## config.mk

```make
export PLATFORM = sky130hd
export DESIGN_NAME = pixel_packer
export DESIGN_NICKNAME = d
export VERILOG_FILES = /design/src/rtl/pixel_packer.sv
export SDC_FILE = /design/constraint.sdc
export NUM_CORES = 1
export LEC_CHECK = 0
export BUFFER_PORTS_ARGS = -buffer_cell sky130_fd_sc_hd__buf_4
export CORE_MARGIN = 3
export CORE_UTILIZATION = 35
export CTS_CLUSTER_DIAMETER = 150
export DETAILED_ROUTE_END_ITERATION = 12
export PLACE_DENSITY = 0.66
export RECOVER_POWER = 100
export SYNTH_ARGS = -nofsm -noshare
export SYNTH_HDL_FRONTEND = slang
export SYNTH_SLANG_ARGS = --single-unit
```

## constraint.sdc

```tcl
create_clock -name clk -period 3 [get_ports clk]
set_input_delay 0.6 -clock clk [delete_from_list [all_inputs] [get_ports clk]]
set_output_delay 0.6 -clock clk [all_outputs]
set_load 0.01 [all_outputs]
```

## src/rtl/pixel_packer.sv

```systemverilog
// Packs pairs of 8x16-bit lane beats into 128-bit words of saturated 8-bit pixels,
// with flush of partial words, byte enables and wrapping word addresses.
module pixel_packer #(
  parameter int                ADDR_W    = 16,
  parameter logic [ADDR_W-1:0] BASE_ADDR = '0
) (
  input  logic              clk,
  input  logic              rst_n,
  input  logic              in_valid,
  output logic              in_ready,
  input  logic [127:0]      in_data,
  input  logic              flush,
  output logic              out_valid,
  input  logic              out_ready,
  output logic [127:0]      out_data,
  output logic [15:0]       out_mask,
  output logic [ADDR_W-1:0] out_addr,
  output logic              done,
  output logic              sat
);

  // state | meaning
  // IDLE  | nothing held
  // HALF  | low half (bytes 0-7) held in half_q
  // OUT   | word presented on out_*, waiting for handshake
  typedef enum logic [1:0] {IDLE, HALF, OUT} state_t;

  state_t      state, state_nxt;
  logic [63:0] half_q;
  logic [63:0] pix;
  logic        lane_sat;
  logic        flush_pend;
  logic        pend_eff;
  logic        accept;
  logic        store_half, load_full, load_part, clear_pend;

  always_comb begin
    pix      = '0;
    lane_sat = 1'b0;
    for (int i = 0; i < 8; i++) begin
      if (in_data[16*i+8 +: 8] == 8'h00) begin
        pix[8*i +: 8] = in_data[16*i +: 8];
      end else begin
        pix[8*i +: 8] = 8'hFF;
        lane_sat      = 1'b1;
      end
    end
  end

  assign out_valid = (state == OUT);
  assign in_ready  = rst_n && ((state != OUT) || out_ready);
  assign accept    = in_valid && in_ready;
  // A flush seen this cycle acts immediately, so a partial word follows in the next cycle.
  assign pend_eff  = flush_pend || flush;

  always_comb begin
    state_nxt  = state;
    store_half = 1'b0;
    load_full  = 1'b0;
    load_part  = 1'b0;
    clear_pend = 1'b0;
    case (state)
      IDLE: begin
        if (accept) begin
          store_half = 1'b1;
          state_nxt  = HALF;
        end else if (pend_eff) begin
          clear_pend = 1'b1;
        end
      end
      HALF: begin
        if (accept) begin
          load_full = 1'b1;
          state_nxt = OUT;
        end else if (pend_eff) begin
          load_part = 1'b1;
          state_nxt = OUT;
        end
      end
      OUT: begin
        if (out_ready) begin
          if (accept) begin
            store_half = 1'b1;
            state_nxt  = HALF;
          end else begin
            state_nxt = IDLE;
          end
        end
      end
      default: state_nxt = IDLE;
    endcase
  end

  always_ff @(posedge clk) begin
    if (!rst_n) begin
      state      <= IDLE;
      half_q     <= '0;
      out_data   <= '0;
      out_mask   <= '0;
      out_addr   <= BASE_ADDR;
      done       <= 1'b0;
      sat        <= 1'b0;
      flush_pend <= 1'b0;
    end else begin
      state      <= state_nxt;
      flush_pend <= pend_eff && !clear_pend;
      done       <= clear_pend;
      if (store_half) half_q <= pix;
      if (load_full) begin
        out_data <= {pix, half_q};
        out_mask <= 16'hFFFF;
      end else if (load_part) begin
        out_data <= {64'h0, half_q};
        out_mask <= 16'h00FF;
      end
      if (out_valid && out_ready) out_addr <= out_addr + ADDR_W'(1);
      if (accept && lane_sat) sat <= 1'b1;
    end
  end

endmodule

```

# Yosys cells after proc, flatten, opt, wreduce, memory -nomap -nowiden
# Index checks and enable logic that the tools add are counted.
dict set report word_totals {
  wordCells 68
  reg_bits 229
  out_inout_bits 164
  in_bits 133
}
dict set report classes {
  n_mux 34
  n_eq_ne 6
  addsub 1
  n_reduce_logical 19
}
# cell count
set ops {}
lappend ops {{$mux 128} 2}
lappend ops {{$logic_not 8->1} 8}
lappend ops {{$mux 8} 8}
lappend ops {{$mux 16} 2}
lappend ops {{$add 16x1->16 const B} 1}
lappend ops {{$mux 1} 16}
lappend ops {{$mux 2} 4}
lappend ops {{$pmux 2 s3} 1}
lappend ops {{$logic_and 1x1->1} 5}
lappend ops {{$ne 2x2->1 const B} 2}
lappend ops {{$ne 3x3->1 const B} 1}
lappend ops {{$reduce_and 3->1} 1}
lappend ops {{$eq 2x1->1 const B} 1}
lappend ops {{$eq 2x2->1 const B} 1}
lappend ops {{$logic_not 2->1} 1}
lappend ops {{$logic_or 1x1->1} 2}
lappend ops {{$ne 2x1->1 const B} 1}
lappend ops {{$pmux 1 s2} 1}
lappend ops {{$reduce_bool 2->1} 1}
lappend ops {{$logic_not 1->1} 1}

# Depth between registers and ports, before layout
# Gate-level depths: netlist of run 1.
dict set report logic_depth {
  ltp_word 10
  mapped_depth 6
}

# Least setup slack after synthesis of run 1
# OpenSTA, ideal clock, no wires.
dict set report synth_timing {
  kind {input -> output}
  from {in rst_n}
  to {out in_ready}
  stages 4
  required_time_ns 2.400
  arrival_ns 1.362
  slack_ns 1.038
  n_path_buf 2
  path_cell_list {inv_1 clkbuf_1 clkbuf_1 nor2_1}
}
dict set report synth_via {
  elab_chain_len 1
}
# element line
set synth_rtl {}
lappend synth_rtl {{start, declared} 8} ;# input logic rst_n,
lappend synth_rtl {{$logic_and 1x1->1} 51} ;# assign in_ready = rst_n && ((state != OUT) || out_ready);
lappend synth_rtl {{end, declared} 10} ;# output logic in_ready,
# No other way between the ends.

# Final worst setup path of run 1
dict set report layout_timing {
  from {reg state[1]}
  to {out in_ready}
}
dict set report layout_via {
  elab_chain_len 3
}
# element line
set layout_rtl {}
lappend layout_rtl {{start, declared} 28} ;# state_t state, state_nxt;
lappend layout_rtl {{start signal, assigned} 105} ;# state <= state_nxt;
lappend layout_rtl {{$ne 2x2->1} 51}
lappend layout_rtl {{$logic_or 1x1->1} 51}
lappend layout_rtl {{$logic_and 1x1->1} 51}
# No other way between the ends.

==> impl_results.md, run 1 <==
- Net count after synthesis: 995
- RSZ-0062 raised after global routing: false
- Crit Path Max Fanout: 7
- Ant diodes: 0
- CP Class: register to output pin
- Fraction of layout cells with a size suffix above 1: 0.1636
- CTS Sinks: 215
- Register area share after synthesis: 0.5600
- Die H: 154.2 um
- CTS tree: built
- Synthesized area per cell: 8.927 um2
- Starting Density: 0.3611
- Multi-input logic area: 3048 um2
- Xor and xnor area share after synthesis: 0.01140
- Status: finished with violations
- CP Cell Sequence: nor2b_1, nor2b_1, nor2_1, clkbuf_1
- Mapped Area: 7686 um2
- Final wirelength: 22820 um
- Hold-fix buffers, CTS: 0
- Pin count of the biggest net entering global routing: 99
- Mux contribution to synthesized area: 0.001302
- Fin nets: 1253
- Clock Skew: 15.31 ps
- Max-slew headroom: -0.3599
- DP HPWL: 15910 um
- Clk root buf: clkbuf_16
- Via count: 6809
- H-tree levels: 1
- First-pass GRT wire length: 35420 um
- Pre-CTS setup slack: 921.9 ps
- Most common cell in the netlist: dfxtp_1
- Initial antenna violation count: 0
- Die ar.: 23770 um2
- Commonest cells in the netlist: dfxtp_1 (215), nor2_1 (148), nand2_1 (146)
- Post-synthesis simple-gate area fraction: 0.1905
- Longest Clk Path Bufs: 3
- Vias in the first global route: 6358
- Number of synthesized flops with an enable pin: 0
- Synth async-reset ratio: 0
- Resize count post-CTS: 0
- Mean routed wirelength per cell: 16.16 um
- DRC violations left: 0
- Final worst slack: 581.1 ps
- Num CTS Buffers: 24
- Synth Area in Compound Gates: 0.1900
- Vias per cell: 4.822
- Global route total overflow: 0
- Post-synthesis cell type count: 36
- Gr usage total: 0.1799
- Minimum clock period: 2419 ps
- Maxcap violations: 1
- Crit-path slowest cell: dfxtp_1
- Clock slew at reported path FFs: 60 ps
- Synthesis-to-finish area growth: 32.59%
- Cell count after synthesis: 861
- Io pins: 297
- Peak supply drop: 0.3569 mV
- FF+latch area: 4304 um2
- Yosys reg bits: 215
- Final max-slew violation count: 99
- DRT iter0 DRCs: 287
- Post-synth top area share: 0.5600
- Ys Warns: 0
- CP most frequent cell: nor2b_1
- Design area: 10190 um2
- Crit path DAT: 1820 ps
- Main area contributors after synthesis: dfxtp_1 (56%), o2bb2ai_1 (7.3%), nor2_1 (7.2%)
- Final ANT Viol Nets: 0
- Largest family of logic cells by synthesized area: simple AND/OR/NAND/NOR gates
- RD Place Congestion: 0.7974
- Crit. End Element: output pin
- Worst EP required: 2400 ps
- Synth area leader: dfxtp_1
- Worst Tran Pin Value: 2040 ps
- Worst hold path type: primary input to register
- Startpoint Class: register
- Ys flop type: dfxtp_1
- Pwr Density: 652.7 nW/um2
- Setup Fix Bufs, Post-CTS: 0
- Placed inst area: 10060 um2
- Fin. Hold Viols: 0
- Setup TNS: 0 ps
- Number of port buffers: 296
- Core area: 21290 um2
- CP peak stage delay: 420 ps
- Row Count: 53
- Failing checks: max-capacitance violations, max-slew violations
- Worst-Skew Late Latency: 510 ps
- Drt first pass iters: 4
- Fmax: 413.4 MHz
- Post-Synth Adder-Cell Area: 0.001628
- Final setup vio count: 0
- Period utilization: 0.8063
- Leakage: 3.714 nW
- Die X: 154.2 um
- Fillers: 2166
[per-stage QoR]
step / total power [mW] / utilization / instances / hold WS, ps
4_1_cts: 6.832 / 0.5101 / 1412 / 328.3
5_1_grt: 6.951 / 0.4788 / 1412 / 343.3
6_report: 6.652 / 0.4788 / 1412 / 348.8
3_5_place_dp: 3.900 / 0.4726 / 1368 / 442.1
3_3_place_gp: 3.890 / 0.4726 / 1368 / 437.0
2_1_floorplan: 3.508 / - / 861 / 432.3
[sequential cells by signal (all words and copies together), names as in the netlist]
| name | cells |
|---|---|
| done | 1 |
| out_addr | 16 |
| flush_pend | 1 |
| half_q | 64 |
| sat | 1 |
| out_data | 128 |
| out_mask | 2 |
| state | 2 |
[routing by layer]
layer / routed length [um] / track usage / up-vias
li1: - / - / 3508
met1: 10560 / 0.2482 / 3117
met2: 10610 / 0.2918 / 157
met3: 1220 / 0.03721 / 27
met4: 426 / 0.04079 / 0
met5: 0 / 0 / -
[final timing paths]
path	from	end	slack, ps	depth (start not counted)
setup / recovery	state[1]	in_ready	580	4
hold / removal	in_valid	flush_pend	350	3
setup reg to reg	state[1]	out_data[31]	700	5
hold reg to reg	half_q[60]	out_data[60]	450	2
[cell families (layout without fill, tap and decap cells)]
family                     count (synthesis)  count (layout)
DFF                                      215             215
muxes                                      1               1
xor gates and xnor gates                  10              10
buffers and inverters                     76             352
and+or+nand+nor                          350             350
AOI/OAI and AO/OA                        208             208
adders and majority gates                  1               1
[layout make-up]
class | count | area share
sequential | 215 | 0.4223
clock inverter | 10 | 0.01166
inverter | 3 | 0.001228
clock buffer | 34 | 0.06654
multi-input combinational | 570 | 0.2991
tap | 275 | 0.03376
timing repair buffer | 305 | 0.1654
[report_power, final]
part           switching, mW  internal, mW  total, mW
clock                   1.16          1.75       2.91
sequential            0.0850          3.02       3.10
combinational          0.372         0.269      0.641
[cells in the final DEF (no fill, tap or decap), types with 5 or more instances in the layout]
cell and n:
dfxtp_1 215, clkbuf_1 171, nor2_1 147, nand2_1 146
buf_4 132, a21oi_1 70, o2bb2ai_1 64, a211oi_1 64
clkbuf_16 24, nor4_1 21, nand4_1 7, nand3_1 6
xnor2_1 5, xor2_1 5
[worst max-delay path: cells and delay by family (launching register included)]
kind / cells / cell delay [ps]
buffers and inverters: 1 / 140
DFF: 1 / 420
and+or+nand+nor: 3 / 760
(Power assumes the default switching activity.)
==> inputs of run 2 (changes only) <==
- ABC_AREA: default -> 1
- PLACE_DENSITY: 0.66 -> 0.64
- clock period: 3 -> 2.5 ns (I/O delays scaled with it)
==> impl_results.md, run 2 <==
- Fmax: 490.5 MHz
- CTS tree: built
- Maxcap violations: 0 (-1)
- Starting Density: 0.3600 (-0.001089)
- Fillers: 2565 (+18%)
- Most common cell after layout, fill and taps aside: nand2_1
- Crit path DAT: 1540 ps (-280 ps)
- Setup TNS: 0 ps (unchanged)
- Initial antenna violation count: 0 (unchanged)
- DRT iter0 DRCs: 576 (+100%)
- Worst Tran Pin Value: 781.9 ps (-1258 ps)
- Largest reg by FF count: out_data
- Period utilization: 0.8154
- DP HPWL: 18130 um (+14%)
- Core Util, Final: 0.4680 (-0.01073)
- Startpoint Class: register
- Num CTS Buffers: 24 (unchanged)
- Main area contributors after synthesis: dfxtp_1 (50%), nand2_1 (13%), nor2_1 (8.4%)
- Post-synth top area share: 0.5034 (-0.05662)
- RSZ-0062 raised after global routing: false
- CTS Sinks: 215 (unchanged)
- Row Count: 56 (+5.7%)
- Final setup vio count: 0 (unchanged)
- Vias in the first global route: 7824 (+23%)
- Die X: 162.3 um (+5.3%)
- Drt first pass iters: 4 (unchanged)
- Resize count post-CTS: 0 (unchanged)
- Fin nets: 1581 (+26%)
- Fraction of layout cells with a size suffix above 1: 0.1347 (-0.02893)
- Mapped Area: 8551 um2 (+11%)
- CP Class: register to output pin
- Reg2reg setup slack: 480 ps (-220 ps)
- Setup Fix Bufs, Post-CTS: 0 (unchanged)
- Vias per cell: 4.618 (-4.2%)
- Post-Layout Cell Count: 1782 (+26%)
- Die ar.: 26340 um2 (+11%)
- Mean routed wirelength per cell: 14.65 um (-9.4%)
- Worst hold path type: primary input to register
- Core area: 23750 um2 (+12%)
- Yosys reg bits: 215 (unchanged)
- Largest regs: out_data x128, half_q x64, out_addr x16
- Ant diodes: 0 (unchanged)
- Status: finished clean
- Cell count after synthesis: 1189 (+38%)
- Minimum clock period: 2039 ps
- Number of port buffers: 296 (unchanged)
- Leakage: 4.472 nW (+20%)
- DRC violations left: 0 (unchanged)
- Commonest cells in the netlist: nand2_1 (304), dfxtp_1 (215), nor2_1 (192)
- Design area: 11120 um2 (+9.1%)
- Clock Skew: 11.56 ps (-3.751 ps)
- H-tree levels: 1 (unchanged)
- Post-synthesis cell type count: 26 (-28%)
- Register area share after synthesis: 0.5034 (-0.05662)
- Peak supply drop: 0.2887 mV (-19%)
- Final wirelength: 26110 um (+14%)
- DP Cell Count: 1740 (+27%)
- Final ANT Viol Nets: 0 (unchanged)
- Longest Clk Path Bufs: 3 (unchanged)
- Pwr Density: 709.4 nW/um2 (+8.7%)
- Number of synthesized flops with an enable pin: 0 (unchanged)
- Ys Warns: 0 (unchanged)
- Pin count of the biggest net entering global routing: 66 (-33%)
- Worst EP required: 2000 ps (-400 ps)
- Most common cell in the netlist: nand2_1
- Hold-fix buffers, CTS: 0 (unchanged)
- Placed inst area: 11000 um2 (+9.3%)
- Fin. Hold Viols: 0 (unchanged)
- Synthesized area per cell: 7.192 um2 (-19%)
- RD Place Congestion: 0.7987 (+0.16%)
- Crit. End Element: output pin
- Max-slew headroom: 0.4787 (+0.8387)
- Pwr Total: 7.886 mW (+19%)
- Io pins: 297 (unchanged)
- Gr usage total: 0.1895 (+0.009617)
- Net count after synthesis: 1323 (+33%)
- Global route total overflow: 0 (unchanged)
- Ys flop type: dfxtp_1
- Largest register FFs: 128 (unchanged)
- Clock slew at reported path FFs: 60 ps (about the same)
- Clk root buf: clkbuf_16
- Commonest cells after routing, fill and taps aside: nand2_1 (303), dfxtp_1 (215), nor2_1 (194)
- Die H: 162.3 um (+5.3%)
- Synth async-reset ratio: 0 (unchanged)
- Crit Path Max Fanout: 3 (-4)
- Synthesis-to-finish area growth: 30.01%
- Worst-Skew Late Latency: 500 ps (about the same)
- Final max-slew violation count: 0 (-100%)
- First-pass GRT wire length: 41140 um (+16%)
- Synth area leader: dfxtp_1
- Via count: 8230 (+21%)
## run 2: metrics by stage
step	setup WS [ps]	hold WS, ps
after CTS	602.5	320.7
after detailed placement	549.8	448.7
final	461.4	339.6
after global placement	593.7	440.0
after global routing	268.5	337.7
after floorplan	1040	436.0
## run 2: area by class of cell
| class | count | area [um2] | area share |
|---|---|---|---|
| Clock buffer | 34 | 679.4 | 0.06111 |
| Clock inverter | 8 | 90.09 | 0.008104 |
| Inverter | 89 | 336.6 | 0.03028 |
| Multi-Input combinational cell | 799 | 3428 | 0.3084 |
| Sequential cell | 215 | 4304 | 0.3872 |
| Tap cell | 319 | 399.1 | 0.03590 |
| Timing Repair Buffer | 318 | 1879 | 0.1690 |
## run 2: logic make-up (layout without fill, tap and decap cells)
kind of cell / count (synthesis) / in the layout / share of synthesized area
AOI/OAI and AO/OA: 212 / 212 / 0.1248
buffers and inverters: 175 / 449 / 0.09540
adders and majority gates: 1 / 1 / 0.001463
xor gates and xnor gates: 4 / 4 / 0.004097
and+or+nand+nor: 582 / 582 / 0.2709
DFF: 215 / 215 / 0.5034
## run 2: power by group
part	total (mW)	switching (mW)	internal, mW
sequential	3.67	0.0813	3.59
combinational	0.781	0.443	0.338
clock	3.44	1.35	2.09
total	7.89	1.87	6.01
## run 2: worst max-delay path, cell delays in order (launching register included)
cell	delay [ps]
dfxtp_1	350
inv_1	60
nor2_1	250
nand2_2	120
nand2_1	80
inv_1	40
clkbuf_1	120
## run 2: path summary, 6_finish.rpt
| kind | from | to | depth (start not counted) |
|---|---|---|---|
| hold reg to reg | sat | sat | 2 |
| setup / recovery | state[1] | in_ready | 6 |
| hold / removal | flush | flush_pend | 3 |
| setup reg to reg | state[1] | out_data[18] | 10 |
## run 2: routing by layer
| layer | track usage | vias to the layer above | part of all wire |
|---|---|---|---|
| li1 | - | 4259 | - |
| met1 | 0.2411 | 3707 | 0.43 |
| met2 | 0.3257 | 228 | 0.49 |
| met3 | 0.04157 | 36 | 0.063 |
| met4 | 0.05002 | 0 | 0.022 |
| met5 | 0 | - | 0 |
